<file path="src/rtl/call_arbiter.sv">
// call_arbiter
//   Shares a single start/done function unit (the callee) among N_REQ
//   requesters. Grants round-robin, latches the granted operands, pulses
//   f_start once, waits for f_done under a timeout guard, then acks the
//   granted requester (with err if the call timed out).
//
// Ports
//   clk, reset          clock (rising edge), async active-high reset
//   req[N_REQ]          level requests, held until ack
//   a_in, b_in          packed operands, slice i belongs to requester i
//   ack[N_REQ]          one-cycle pulse to the served requester
//   err                 one-cycle pulse with ack when the call timed out
//   result_out          result of the last completed call, held
//   busy                high whenever the FSM is not idle
//   f_start, f_a, f_b   callee start pulse and latched operands
//   f_result, f_done    callee result and (level) done
//
// state  | meaning
// IDLE   | waiting for any req; grants and latches operands on exit
// ISSUE  | f_start pulse, timeout counter cleared
// WAIT   | waiting for a fresh f_done; first cycle ignores stale done
// RESP   | ack to the granted requester, pointer advances
module call_arbiter #(
  parameter int N_REQ   = 4,
  parameter int WIDTH   = 32,
  parameter int TIMEOUT = 1024
) (
  input  logic                   clk,
  input  logic                   reset,
  input  logic [N_REQ-1:0]       req,
  input  logic [N_REQ*WIDTH-1:0] a_in,
  input  logic [N_REQ*WIDTH-1:0] b_in,
  output logic [N_REQ-1:0]       ack,
  output logic                   err,
  output logic [WIDTH-1:0]       result_out,
  output logic                   busy,
  output logic                   f_start,
  output logic [WIDTH-1:0]       f_a,
  output logic [WIDTH-1:0]       f_b,
  input  logic [WIDTH-1:0]       f_result,
  input  logic                   f_done
);

  localparam int IW = $clog2(N_REQ);
  localparam int CW = $clog2(TIMEOUT);

  typedef enum logic [1:0] {S_IDLE, S_ISSUE, S_WAIT, S_RESP} state_t;

  state_t         r_state, w_next;
  logic [IW-1:0]  r_grant, r_ptr, w_pick;
  logic           w_any;
  logic [CW-1:0]  r_cnt;
  logic           r_tmo;
  logic           w_done_ok, w_expire;
  logic [IW:0]    w_idx;
  logic [WIDTH-1:0] w_a [N_REQ];
  logic [WIDTH-1:0] w_b [N_REQ];

  for (genvar k = 0; k < N_REQ; k++) begin : g_unpack
    assign w_a[k] = a_in[k*WIDTH +: WIDTH];
    assign w_b[k] = b_in[k*WIDTH +: WIDTH];
  end

  // Round-robin pick: scan offsets from the highest down so the smallest
  // offset from the pointer is the last (winning) assignment.
  always_comb begin
    w_pick = '0;
    w_any  = 1'b0;
    w_idx  = '0;
    for (int i = N_REQ - 1; i >= 0; i--) begin
      w_idx = {1'b0, r_ptr} + (IW+1)'(i);
      if (w_idx >= (IW+1)'(N_REQ)) w_idx = w_idx - (IW+1)'(N_REQ);
      if (req[w_idx[IW-1:0]]) begin
        w_any  = 1'b1;
        w_pick = w_idx[IW-1:0];
      end
    end
  end

  // r_cnt == 0 only in the first WAIT cycle, where done may be stale.
  assign w_done_ok = (r_cnt != '0) && f_done;
  assign w_expire  = (r_cnt == CW'(TIMEOUT - 1));

  always_ff @(posedge clk or posedge reset) begin
    if (reset) r_state <= S_IDLE;
    else       r_state <= w_next;
  end

  always_comb begin
    w_next  = r_state;
    ack     = '0;
    err     = 1'b0;
    busy    = (r_state != S_IDLE);
    f_start = 1'b0;
    case (r_state)
      S_IDLE:  if (w_any) w_next = S_ISSUE;
      S_ISSUE: begin
        f_start = 1'b1;
        w_next  = S_WAIT;
      end
      S_WAIT:  if (w_done_ok || w_expire) w_next = S_RESP;
      S_RESP: begin
        ack[r_grant] = 1'b1;
        err          = r_tmo;
        w_next       = S_IDLE;
      end
      default: w_next = S_IDLE;
    endcase
  end

  always_ff @(posedge clk or posedge reset) begin
    if (reset) begin
      r_grant    <= '0;
      r_ptr      <= '0;
      r_cnt      <= '0;
      r_tmo      <= 1'b0;
      f_a        <= '0;
      f_b        <= '0;
      result_out <= '0;
    end else begin
      case (r_state)
        S_IDLE: begin
          if (w_any) begin
            r_grant <= w_pick;
            f_a     <= w_a[w_pick];
            f_b     <= w_b[w_pick];
          end
        end
        S_ISSUE: begin
          r_cnt <= '0;
          r_tmo <= 1'b0;
        end
        S_WAIT: begin
          if (w_done_ok)     result_out <= f_result;
          else if (w_expire) r_tmo      <= 1'b1;
          else               r_cnt      <= r_cnt + 1'b1;
        end
        S_RESP: begin
          r_ptr <= (r_grant == IW'(N_REQ - 1)) ? '0 : r_grant + 1'b1;
        end
        default: ;
      endcase
    end
  end

endmodule

</file>
<file path="config.mk">
export PLATFORM = sky130hd
export DESIGN_NAME = call_arbiter
export DESIGN_NICKNAME = d
export VERILOG_FILES = /design/src/rtl/call_arbiter.sv
export SDC_FILE = /design/constraint.sdc
export NUM_CORES = 1
export LEC_CHECK = 0
export ABC_AREA = 0
export CAP_MARGIN = 20
export CORE_AREA = 2 2 155 157
export DETAILED_ROUTE_END_ITERATION = 7
export DIE_AREA = 0 0 157 159
export SYNTH_ARGS = -nofsm -noshare
export SYNTH_HDL_FRONTEND = slang
export SYNTH_SLANG_ARGS = --single-unit
</file>
<file path="constraint.sdc">
create_clock -name clk -period 4.1 [get_ports clk]
set_input_delay 0.41 -clock clk [delete_from_list [all_inputs] [get_ports clk]]
set_output_delay 0.41 -clock clk [all_outputs]
set_load 0.02 [all_outputs]
</file>
==> run metrics <==
outcome completed; placed cells 1362; WP data arrival 3050 ps; Post-synth top cells 237 x nand2_1, 113 x dfrtp_1, 70 x mux2i_1; Synth area leader dfrtp_1; wire per inst 18.8 um; cells after synthesis about 680; CTS tree built; vias post-DR between 6k and 7k; area grow syn2layout 77.6%; Top delay family on crit path buffers and inverters; Clock Path Buffers 2; chip height 159 um; hold-fix buffers at CTS 0; yosys warns 0; Async S/R FF share, synth 1.00; maximum VDD drop 0.000407 V; Initial Utilization 0.273; Leak 4.78 nW; Iteration-0 DRC Markers 250; fmax 0.370 GHz; ranking of synthesized cells by area dfrtp_1 45%, nand2_1 14%, mux2i_1 11%; Syn Std Cell Area 6320 um2; Total Nets Final 1367; clock sink count roughly 110; clock latency on the worst-skew pair 410 ps; clock root buffer clkbuf_16; core area 23200 um2; final clock skew 9.59 ps; post-cts repair resize count 0; syn avg cell area between 9 and 10 um2; Yosys reg bits 113; Final Instance Area 11200 um2; CP startpoint kind flip-flop; RD Place Congestion a little over 0.8; dominant synthesized flop cell dfrtp_1; Max-slew headroom 0.335; ratio of cells with drive above 1 in the final layout 0.0530; Die Area 25000 um2; initial antenna violation count 3; fillcell total 2228; Via density 4.71; H-tree Lvls 4; # IOs 398; final wirelength 26200 um; total CTS buffers 17; Worst EP required 4450 ps; post-route insts no fill 1397; pwr/cell area between 600 and 700 nW/um2; cells along the critical path inv_1 -> ha_1 -> inv_1 -> a311o_1 -> buf_4 -> inv_1 -> nand2_1 -> nand2_1; Synth top area share 0.447; Post-synth EDFFs 0; dpl hpwl between 15000 and 20000 um; Final setup viols 0; die width 157 um; Final Power between 7 and 8 mW; unrepaired setup endpoints after global routing false; Yosys cell types 46; CTS clk-pin slew, worst paths 50 ps; Seq/Total Area, Yosys 0.447; worst hold path class primary input to asynchronous set/reset pin; slowest CP cell inv_1; Setup crit end kind flip-flop; Setup TNS 0 ps; CP max FO 36; WP buf/inv 4; syn_nets 986; Final min period 2700 ps; max_cap viols 0; Port Buffers 397; global-route usage over all layers 0.207; Initial DRT Pass Iterations 4; max incr delay on CP between 700 and 800 ps; cell with the most instances after synthesis nand2_1; vias in the first global route 6772; Slew @ Worst Pin 996 ps; largest net degree at the start of global routing 66; Final ANT Viol Nets 0; site row count 56; Slew Limit Fails 0; Congestion Overflow GR 0; placed cell areas 10600 um2; final period utilization 0.659; global-route wire length before repair 39400 um; post-CTS setup buffers 0; Fin. Hold Viols 0; most frequent CP cell inv_1; kind of critical path flip-flop to flip-flop; DR DRC count 0
-- cell families after synthesis --
logic type	after synthesis	synth area share
and+or+nand+nor	274	0.178
AOI/OAI and AO/OA	149	0.182
buffers and inverters	61	0.0554
DFF	113	0.447
adders and majority gates	10	0.0198
muxes	72	0.114
xor gates and xnor gates	2	0.00277
-- flip-flops by register name (all words and copies together) (netlist names) --
name,count
r_ptr,2
r_state,2
r_grant,2
r_cnt,10
result_out,32
r_tmo,1
f_a,32
f_b,32
-- path summary, 6_finish.rpt --
kind / start / end / slack, ps / cells after the start
worst max-delay path: r_state[0] / result_out[7] / 1400 / 8
worst min-delay path: reset / result_out[28] / 460 / 2
worst max register to register: r_state[0] / result_out[7] / 1400 / 8
worst min register to register: result_out[19] / result_out[19] / 470 / 2
max in group asynchronous: reset / f_a[29] / 2800 / 3
min in group clk: result_out[19] / result_out[19] / 470 / 2
-- final cells by class --
| cell class | count | area (um2) | area share |
|---|---|---|---|
| diodes | 3 | 7.51 | 0.000669 |
| clock buffers | 22 | 454 | 0.0405 |
| clock inverters | 10 | 183 | 0.0163 |
| inverters | 13 | 51.3 | 0.00457 |
| multi-input cells | 507 | 3170 | 0.282 |
| flip-flops and latches | 113 | 2830 | 0.252 |
| well taps | 319 | 399 | 0.0356 |
| repair buffers | 410 | 4130 | 0.368 |
-- worst reg2reg max path: cells and delay by family (launching register included) --
| family | cells | cell delay [ps] |
|---|---|---|
| compound gates | 1 | 290 |
| fa+ha+maj | 1 | 310 |
| buf+inv | 4 | 1290 |
| flops | 1 | 420 |
| simple gates | 2 | 340 |
-- cells in the final DEF, fill, tap and decap left out, drive strengths merged, types with 4 or more instances in the layout --
master         count
a31oi             66
and2               5
and3               5
buf               13
bufinv             5
clkbuf            22
clkdlybuf4s50    397
dfrtp            113
ha                10
inv               13
mux2i             70
nand2            237
nand4              5
nor2               7
o21ai              4
o2bb2ai           64
-- metrics by stage --
stage	hold WS (ps)	setup WS (ps)	util
finish	458	1400	0.484
global route	489	1180	0.484
CTS	476	1340	0.484
detailed placement	461	1170	0.456
global placement	457	1250	0.456
floorplan	462	703	-
-- per-layer routing --
| layer | share of wire | wire [um] | global-route usage | up-vias |
|---|---|---|---|---|
| li1 | - | - | - | 3168 |
| met1 | 0.40 | 10400 | 0.244 | 3116 |
| met2 | 0.49 | 12800 | 0.349 | 269 |
| met3 | 0.094 | 2460 | 0.0743 | 29 |
| met4 | 0.022 | 576 | 0.0692 | 0 |
| met5 | 0 | 0 | 0 | - |
-- power breakdown --
part | total, mW | switching, mW | internal, mW
Combinational | 4.16 | 2.29 | 1.88
Sequential | 1.95 | 0.309 | 1.65
Clock | 1.62 | 0.524 | 1.09
Total | 7.74 | 3.12 | 4.62
Power figures use the tool's default switching activity.
